### config.mk
export PLATFORM = sky130hd
export DESIGN_NAME = ccff_stream_loader
export DESIGN_NICKNAME = d
export VERILOG_FILES = /design/src/rtl/ccff_stream_loader.sv
export SDC_FILE = /design/constraint.sdc
export NUM_CORES = 1
export LEC_CHECK = 0
export BUFFER_PORTS_ARGS = -buffer_cell sky130_fd_sc_hd__buf_4
export CAP_MARGIN = 15
export CELL_PAD_IN_SITES_DETAIL_PLACEMENT = 1
export CELL_PAD_IN_SITES_GLOBAL_PLACEMENT = 1
export CORE_UTILIZATION = 37
export CTS_CLUSTER_DIAMETER = 200
export DETAILED_ROUTE_END_ITERATION = 10
export PLACE_DENSITY = 0.67
export SLEW_MARGIN = 40
export SYNTH_ARGS = -nofsm -noshare
export SYNTH_HDL_FRONTEND = slang
export SYNTH_SLANG_ARGS = --single-unit
### constraint.sdc
create_clock -name prog_clk -period 1.8 [get_ports prog_clk]
set_clock_uncertainty 0.05 [all_clocks]
set_input_delay 0.18 -clock prog_clk [delete_from_list [all_inputs] [get_ports prog_clk]]
set_output_delay 0.18 -clock prog_clk [all_outputs]
set_load 0.05 [all_outputs]
### src/rtl/ccff_stream_loader.sv
//------------------------------------------------------------------------------
// ccff_stream_loader
//   Loads a serial configuration chain from a stream of WORD_W-bit words.
//   Each word is shifted out MSB first, and the bits returning from the tail of
//   the chain are captured into tail_word.
// Revision: 1.0 - initial release
//------------------------------------------------------------------------------
`timescale 1ns/1ps
`default_nettype none

module ccff_stream_loader #(
    parameter int WORD_W    = 8,
    parameter int CHAIN_LEN = 5
) (
    input  logic              prog_clk,
    input  logic              pReset_n,
    input  logic              start,
    input  logic [WORD_W-1:0] cfg_data,
    input  logic              cfg_valid,
    output logic              cfg_ready,
    output logic              ccff_head,
    output logic              prog_clk_en,
    input  logic              ccff_tail,
    output logic [WORD_W-1:0] tail_word,
    output logic              busy,
    output logic              done
);

    localparam int CNT_W = $clog2(CHAIN_LEN + 1);
    localparam int WL_W  = $clog2(WORD_W + 1);

    typedef enum logic [1:0] {
        IDLE  = 2'd0,
        LOAD  = 2'd1,
        SHIFT = 2'd2,
        DONE  = 2'd3
    } state_t;

    state_t            state;
    logic [WORD_W-1:0] shift_reg;
    logic [CNT_W-1:0]  bit_cnt;
    logic [WL_W-1:0]   word_left;

    logic [CNT_W-1:0]  remaining;
    logic [WL_W-1:0]   load_len;
    logic              last_bit;

    // Bits still owed to the chain decide how much of the next word is used.
    assign remaining = CNT_W'(CHAIN_LEN) - bit_cnt;
    assign last_bit  = (bit_cnt == CNT_W'(CHAIN_LEN - 1));

    always_comb begin
        load_len = WL_W'(remaining);
        if (int'(remaining) > WORD_W) begin
            load_len = WL_W'(WORD_W);
        end
    end

    // prog_clk_en is high only in SHIFT, so it also gates the head bit.
    assign ccff_head = prog_clk_en & shift_reg[WORD_W-1];

    always_ff @(posedge prog_clk or negedge pReset_n) begin
        if (!pReset_n) begin
            state       <= IDLE;
            shift_reg   <= '0;
            bit_cnt     <= '0;
            word_left   <= '0;
            tail_word   <= '0;
            cfg_ready   <= 1'b0;
            prog_clk_en <= 1'b0;
            busy        <= 1'b0;
            done        <= 1'b0;
        end else begin
            if (prog_clk_en) begin
                tail_word <= {tail_word[WORD_W-2:0], ccff_tail};
            end

            case (state)
                IDLE: begin
                    if (start) begin
                        bit_cnt   <= '0;
                        state     <= LOAD;
                        cfg_ready <= 1'b1;
                        busy      <= 1'b1;
                    end
                end
                LOAD: begin
                    if (cfg_valid) begin
                        shift_reg   <= cfg_data;
                        word_left   <= load_len;
                        state       <= SHIFT;
                        cfg_ready   <= 1'b0;
                        prog_clk_en <= 1'b1;
                    end
                end
                SHIFT: begin
                    shift_reg <= {shift_reg[WORD_W-2:0], 1'b0};
                    bit_cnt   <= bit_cnt + CNT_W'(1);
                    word_left <= word_left - WL_W'(1);
                    if (word_left == WL_W'(1)) begin
                        prog_clk_en <= 1'b0;
                        if (last_bit) begin
                            state <= DONE;
                            done  <= 1'b1;
                        end else begin
                            state     <= LOAD;
                            cfg_ready <= 1'b1;
                        end
                    end
                end
                DONE: begin
                    state <= IDLE;
                    done  <= 1'b0;
                    busy  <= 1'b0;
                end
                default: begin
                    state <= IDLE;
                end
            endcase
        end
    end

endmodule

`default_nettype wire
# After elaboration in Yosys (flattened, before gate mapping)
# Cells that the tools add are included.
[word_totals]
reg_bits = 29
input_bits = 13
out_inout_bits = 13
elab_cells = 59
[classes]
n_addsub = 3
eq_ne = 10
muxes = 23
bitwise_logic = 1
reduce_logical = 13
[op_table]
columns = ["cell", "count"]
rows = [
  ["$pmux 8 s2", 1],
  ["$ne 2x2->1 const B", 5],
  ["$reduce_and 3->1", 3],
  ["$mux 1", 8],
  ["$mux 2", 4],
  ["$mux 8", 1],
  ["$pmux 2 s4", 1],
  ["$pmux 4 s2", 1],
  ["$reduce_bool 2->1", 4],
  ["$pmux 1 s2", 3],
  ["$pmux 3 s2", 1],
  ["$reduce_and 2->1", 3],
  ["$reduce_and 5->1", 1],
  ["$eq 2x2->1 const B", 2],
  ["$eq 4x1->1 const B", 1],
  ["$mux 4", 1],
  ["$sub 4x1->4 const B", 1],
  ["$add 3x1->3 const B", 1],
  ["$eq 3x3->1 const B", 1],
  ["$mux 3", 1],
  ["$pmux 1 s3", 1],
  ["$reduce_bool 3->1", 1],
  ["$sub 3x3->3 const A", 1],
  ["$eq 2x1->1 const B", 1],
  ["other kinds (2)", 2],
]

# Logic depth before layout (Yosys ltp)
# Gate-level depths: netlist of the first run.
[depth]
word_depth = 4
ltp_mapped = 5
mapped_depth_nobuf = 5

# Least setup slack after synthesis of the first run
# Ideal clock, no wire load.
[synth_timing]
kind = "register -> output"
from = "reg prog_clk_en"
to = "out ccff_head"
t_arrival_ps = 1357
setup_slack_ps = 213
path_stages_with_launch = 3
n_path_buf = 1
path_cell_list = "dfrtp_1 -> buf_2 -> and2_1"
[synth_between]
elab_chain_cells = 1
[synth_lines]
columns = ["item", "line_no", "text"]
rows = [
  ["start: declaration", "22", "output logic prog_clk_en,"],
  ["start signal: assignment", "70", "prog_clk_en <= 1'b0;"],
  ["start signal: assignment", "93", "prog_clk_en <= 1'b1;"],
  ["start signal: assignment", "101", "prog_clk_en <= 1'b0;"],
  ["$and 1x1->1", "60", "assign ccff_head = prog_clk_en & shift_reg[WORD_W-1];"],
  ["end: declaration", "21", "output logic ccff_head,"],
]
# No other way between the ends.

# Worst setup path after layout of the first run
[layout_timing]
from = "reg bit_cnt[1]"
to = "reg state[1]"
[layout_between]
elab_chain_cells = 4
[layout_lines]
columns = ["item", "line_no", "text"]
rows = [
  ["start: declaration", "41", "logic [CNT_W-1:0] bit_cnt;"],
  ["start signal: assignment", "98", "bit_cnt <= bit_cnt + CNT_W'(1);"],
  ["$eq 3x3->1", "50", "assign last_bit = (bit_cnt == CNT_W'(CHAIN_LEN - 1));"],
  ["$mux 2", "102", "if (last_bit) begin"],
  ["$mux 2", "100", "if (word_left == WL_W'(1)) begin"],
  ["$pmux 2 s4", "78", "case (state)"],
  ["end signal: assignment", "82", "state <= LOAD;"],
  ["end signal: assignment", "103", "state <= DONE;"],
  ["end signal: assignment", "106", "state <= LOAD;"],
  ["end: declaration", "39", "state_t state;"],
]
# No other way between the ends. The select of a mux whose other input is x is not followed.
# A chain may end at the register's enable or synchronous reset.

==> out/results.ini, run 1 <==
[yosys]
async_flop_share = 1.00
seq_area_frac_synth = 0.494
synth_most_common_cell = dfrtp_1
synth_edf_count = 0
synth_area_leaders = dfrtp_1 49%, mux2_2 6.9%, nand2_1 5.4%, a31oi_1 4.7%, nor2b_1 4.3%
synth-main-ff-cell = dfrtp_1
yosysTopAreaCellShare = 0.494
ys_types = 32
syn-instance-count = 146
ys_ff_latch = 29
synth_top_cell_by_area = dfrtp_1
syn_nets = 163
syn_area_um2 = 1470
syn_avg_cell_area_um2 = 10.1
ys_warn_count = 0
synthTopCellsByCount = 29 x dfrtp_1, 21 x nand2_1, 11 x a31oi_1, 10 x nor2b_1, 9 x mux2_2

[sta]
grt_setup_unrepaired = no
max_freq_mhz = 645
setup_ws_ns = 0.249
post-route-period-util = 0.862
min_period_ns = 1.55
hold_viol_final = 0
slew_headroom = 0.684
setup_tns_ns = 0
slew_viol_final = 0
worst_pin_slew_ns = 0.462
final-setup-viol-count = 0

[grt]
grt_usage = 0.186
antenna_found_initial = 0
grt_pass1_wl_um = 5930
grt_pass1_vias = 1243
grt_max_degree = 30
gr-total-overflow = 0

[cts]
cts-root-buf = clkbuf_8
worstSkewPairLatency_ns = 0.28
htree_levels = 2
cts_setup_buffers = 0
tritoncts = yes
clock_sinks = 29
cts.clk_slew.worst_paths_ns = 0.06
cts_buffer_depth = 2
cts_buffers = 5

[final_layout]
finalCoreUtilization = 0.481
n_antenna_cell = 0
layout-drive-gt1-share = 0.267
syn_to_final_growth_pct = 22.5
fin_nets = 192

[worst_setup_path]
critPathLaunchType = flop
worstPathRequired_ns = 1.89
cp-end-kind = flop
crit_fanout = 5
arrival_ns = 1.64
worstSetupPathType = reg2reg

[place]
numPortBuffers = 25
pre_cts_slack_ns = 0.338
place.gp.congestion = 0.765
dp_hpwl_um = 2460

[floorplanning]
chipHeight_um = 65.0
core_region_area_um2 = 3740
start_util = 0.393
die-area_um2 = 4230
die_x_um = 65.0
pin_count = 26
fp-row-count = 22

[power_and_ir_drop]
p_per_area_nw_per_um2 = 1820
finalPower_uw = 3270
p_leak_uw = 0.000833
ir_drop_mv = 0.569

[detailed_routing]
vias_per_cell = 5.40
wl_um = 3380
drt_iter0_drc = 37
dr.pass1.iters = 4
ant_nets = 0
drcViolationCount = 0
post_drt_wl_per_cell_um = 15.1
num_vias = 1210

[run_status]
status = completed

[worst_hold_path]
min_path_type = in2reg

[job]
drv_cap = 0

kinds of logic (layout without fill, tap and decap cells):
family / count (synthesis) / in the layout / synth area share
AND/OR/NAND/NOR: 42 / 42 / 0.140
AO/OA/AOI/OAI: 40 / 40 / 0.180
flip-flops: 29 / 29 / 0.494
buffers and inverters: 18 / 48 / 0.0579
multiplexers: 11 / 11 / 0.0826
adder cells (fa/ha/maj): 4 / 4 / 0.0340
XOR/XNOR: 2 / 2 / 0.0119
cell type report:
class,count,area [um^2]
fill,443,1940
sequential,29,726
multi-input combinational,99,659
timing repair buffer,32,243
clock buffer,6,72.6
tap,48,60.1
inverter,8,30.0
clock inverter,2,10.0
path summary, 6_finish.rpt:
| check | startpoint | endpoint | slack [ns] | depth (start not counted) |
|---|---|---|---|---|
| hold reg to reg | bit_cnt[0] | bit_cnt[0] | 0.48 | 1 |
| min in group asynchronous | pReset_n | tail_word[0] | 0.32 | 2 |
| hold / removal | ccff_tail | tail_word[0] | 0.10 | 2 |
| setup reg to reg | bit_cnt[1] | state[1] | 0.25 | 4 |
| setup / recovery | bit_cnt[1] | state[1] | 0.25 | 4 |
| max in group asynchronous | pReset_n | prog_clk_en | 1.09 | 2 |
timing repair:
item / 4_1_cts / 5_1_grt
resized for setup: 0 / 0
hold buffers: 1 / 0
endpoints found under the setup margin: 0 / 0
hold endpoints to repair: 29 / 0
routing by layer:
metal / share of wire / global-route usage
met4: 0.0056 / 0.0408
met2: 0.50 / 0.319
met1: 0.46 / 0.233
met5: 0 / 0
met3: 0.038 / 0.0475
critical path, cell delays in order, from the launching register on:
cell and delay [ns]:
dfrtp_1 0.44, inv_1 0.06, ha_1 0.23, a2111oi_0 0.50
o21ai_0 0.14
per-stage QoR:
stage               hold slack (ns)  instance area, um^2  std cells
global placement             0.0722                 1710        215
floorplan                    -0.166                 1470        146
CTS                          0.0948                 1800        224
finish                        0.102                 1800        224
detailed placement           0.0789                 1710        215
global route                 0.0915                 1800        224
layout by cell type (no fill, tap or decap), types with 2 or more instances in the layout:
cell	instances
a211oi_1	7
mux2i_1	2
a31oi_1	11
a22o_1	2
nand2b_1	2
o21ai_0	8
nor2b_1	10
a21boi_0	2
clkinv_2	2
nor2_1	4
nand2_1	21
ha_1	4
mux2_2	9
clkbuf_8	5
inv_1	8
dfrtp_1	29
buf_4	31
a21oi_1	3
power breakdown:
part,switching (uW),leakage [uW],total (uW),internal (uW)
sequential,270,0.000342,1180,913
combinational,936,0.000446,1580,640
clock,244,0.0000450,511,267
Power figures use the tool's default switching activity.
==> run 2, diff against run 1 <==
- CORE_UTILIZATION: 37 -> 40
- PLACE_DENSITY: 0.67 -> 0.72
==> out/results.ini, run 2 (synthesis results as in run 1) <==
[run_status]
status = completed

[final_layout]
stdcell_count = 222  ; -0.89%
layout-drive-gt1-share = 0.273  ; +0.00568
nFillCells = 401  ; -9.5%
layout_common_cells = 31 x buf_4, 29 x dfrtp_1, 21 x nand2_1
syn_to_final_growth_pct = 21.4
n_antenna_cell = 0  ; unchanged
fin_nets = 192  ; unchanged
layout_commonest_cell = buf_4

[worst_setup_path]
slowest_stage = a2111oi_0
critPathLaunchType = flop
crit_fanout = 5  ; unchanged
max_stage_delay_ns = 0.50  ; about the same
crit_start = bit_cnt[1]
reg2reg_from = bit_cnt[1]
worstPathRequired_ns = 1.93  ; +0.04 ns
cp-end-kind = flop
path_cells = inv_1 > ha_1 > a2111oi_0 > o21ai_0
arrival_ns = 1.74  ; +0.10 ns
crit_cells = 4  ; unchanged
worstSetupPathType = reg2reg
path_delay_family = compound AO/OA/AOI/OAI gates
regToRegSetupSlack_ns = 0.19  ; -0.06 ns
cp.buffers_inverters = 1  ; unchanged
rr_worst_depth = 4  ; unchanged

[sta]
final-setup-viol-count = 0  ; unchanged
grt_setup_unrepaired = no
post-route-period-util = 0.895  ; +0.0331
slew_headroom = 0.677  ; -0.00649
slew_viol_final = 0  ; unchanged
hold_viol_final = 0  ; unchanged
setup_ws_ns = 0.189  ; -0.0596 ns
max_freq_mhz = 621  ; -3.7%
min_period_ns = 1.61  ; +0.0596 ns
worst_pin_slew_ns = 0.472  ; +0.00949 ns
setup_tns_ns = 0  ; unchanged

[grt]
grt_usage = 0.193  ; +0.00737
gr-total-overflow = 0  ; unchanged
antenna_found_initial = 0  ; unchanged
grt_max_degree = 30  ; unchanged
grt_pass1_wl_um = 5860  ; -1.2%
grt_pass1_vias = 1217  ; -2.1%

[cts]
htree_levels = 2  ; unchanged
cts_buffer_depth = 2  ; unchanged
tritoncts = yes
cts_setup_buffers = 0  ; unchanged
cts_buffers = 5  ; unchanged
worstSkewPairLatency_ns = 0.33  ; +0.05 ns
cts-root-buf = clkbuf_4
cts.clk_slew.worst_paths_ns = 0.10  ; +0.04 ns
clock_sinks = 29  ; unchanged
cts_hold_buffers = 1  ; unchanged
cts_resized = 0  ; unchanged

[floorplanning]
start_util = 0.430  ; +0.0377
chipHeight_um = 62.6  ; -3.7%
core_region_area_um2 = 3420  ; -8.8%
pin_count = 26  ; unchanged
fp-row-count = 21  ; -4.5%
die_x_um = 62.6  ; -3.7%
die-area_um2 = 3920  ; -7.3%

[power_and_ir_drop]
finalPower_uw = 3210  ; -1.8%
p_per_area_nw_per_um2 = 1800  ; -1.0%
ir_drop_mv = 0.609  ; +7.0%
p_leak_uw = 0.000829  ; -0.44%

[place]
dp.cells = 213  ; -0.93%
pre_cts_slack_ns = 0.308  ; -0.0298 ns
numPortBuffers = 25  ; unchanged
dp_hpwl_um = 2390  ; -2.9%
place.gp.congestion = 0.743  ; -2.9%

[detailed_routing]
drcViolationCount = 0  ; unchanged
vias_per_cell = 5.27  ; -2.5%
dr.pass1.iters = 4  ; unchanged
drt_iter0_drc = 17  ; -54%
wl_um = 3260  ; -3.7%
highest_layer = met4
wl_met2_um = 1540  ; -8.8%
m1WireLength_um = 1520  ; -1.4%
num_vias = 1169  ; -3.4%
met3_length_um = 126  ; -2.3%
ant_nets = 0  ; unchanged
post_drt_wl_per_cell_um = 14.7  ; -2.8%

[job]
drv_cap = 0  ; unchanged

[worst_hold_path]
hp-start = ccff_tail
worstHoldPathCells = 2  ; unchanged
min_path_type = in2reg

run 2: changes by cell type in the layout (fill, tap and decap cells not counted):
cell,previous run,this run
clkbuf_4,0,5
clkinv_2,2,1
clkbuf_8,5,2
clkbuf_1,1,0
run 2: path summary, 6_finish.rpt:
kind | end
worst min register to register | tail_word[7]
worst min-delay path | tail_word[0]
worst max register to register | state[1]
min in group asynchronous | bit_cnt[2]
worst max-delay path | state[1]
max in group asynchronous | shift_reg[3]
run 2: per-stage QoR:
| stage | utilization | hold WS (ns) | area, um^2 |
|---|---|---|---|
| 2_1_floorplan | - | -0.166 | 1470 |
| 3_3_place_gp | 0.499 | 0.0756 | 1710 |
| 3_5_place_dp | 0.499 | 0.0813 | 1710 |
| 4_1_cts | 0.523 | 0.0241 | 1790 |
| 5_1_grt | 0.523 | 0.0211 | 1790 |
| 6_report | 0.523 | 0.0348 | 1790 |
run 2: report_power, final:
| part | total, uW | switching, uW | internal [uW] |
|---|---|---|---|
| Clock | 458 | 232 | 226 |
| Sequential | 1190 | 277 | 911 |
| Combinational | 1570 | 926 | 640 |
| Total | 3210 | 1430 | 1780 |
run 2: layer usage:
layer  global-route usage  vias up
met5                    0        -
met4               0.0843        0
met3               0.0474        9
met2                0.303       27
met1                0.252      562
li1                     -      571
run 2: final cells by class:
| cell class | count | area (um^2) | area share |
|---|---|---|---|
| multi-input combinational | 99 | 659 | 0.369 |
| sequential | 29 | 726 | 0.406 |
| clock inverter | 1 | 5.00 | 0.00280 |
| inverter | 8 | 30.0 | 0.0168 |
| timing repair buffer | 32 | 243 | 0.136 |
| tap | 46 | 57.6 | 0.0322 |
| clock buffer | 7 | 65.1 | 0.0364 |
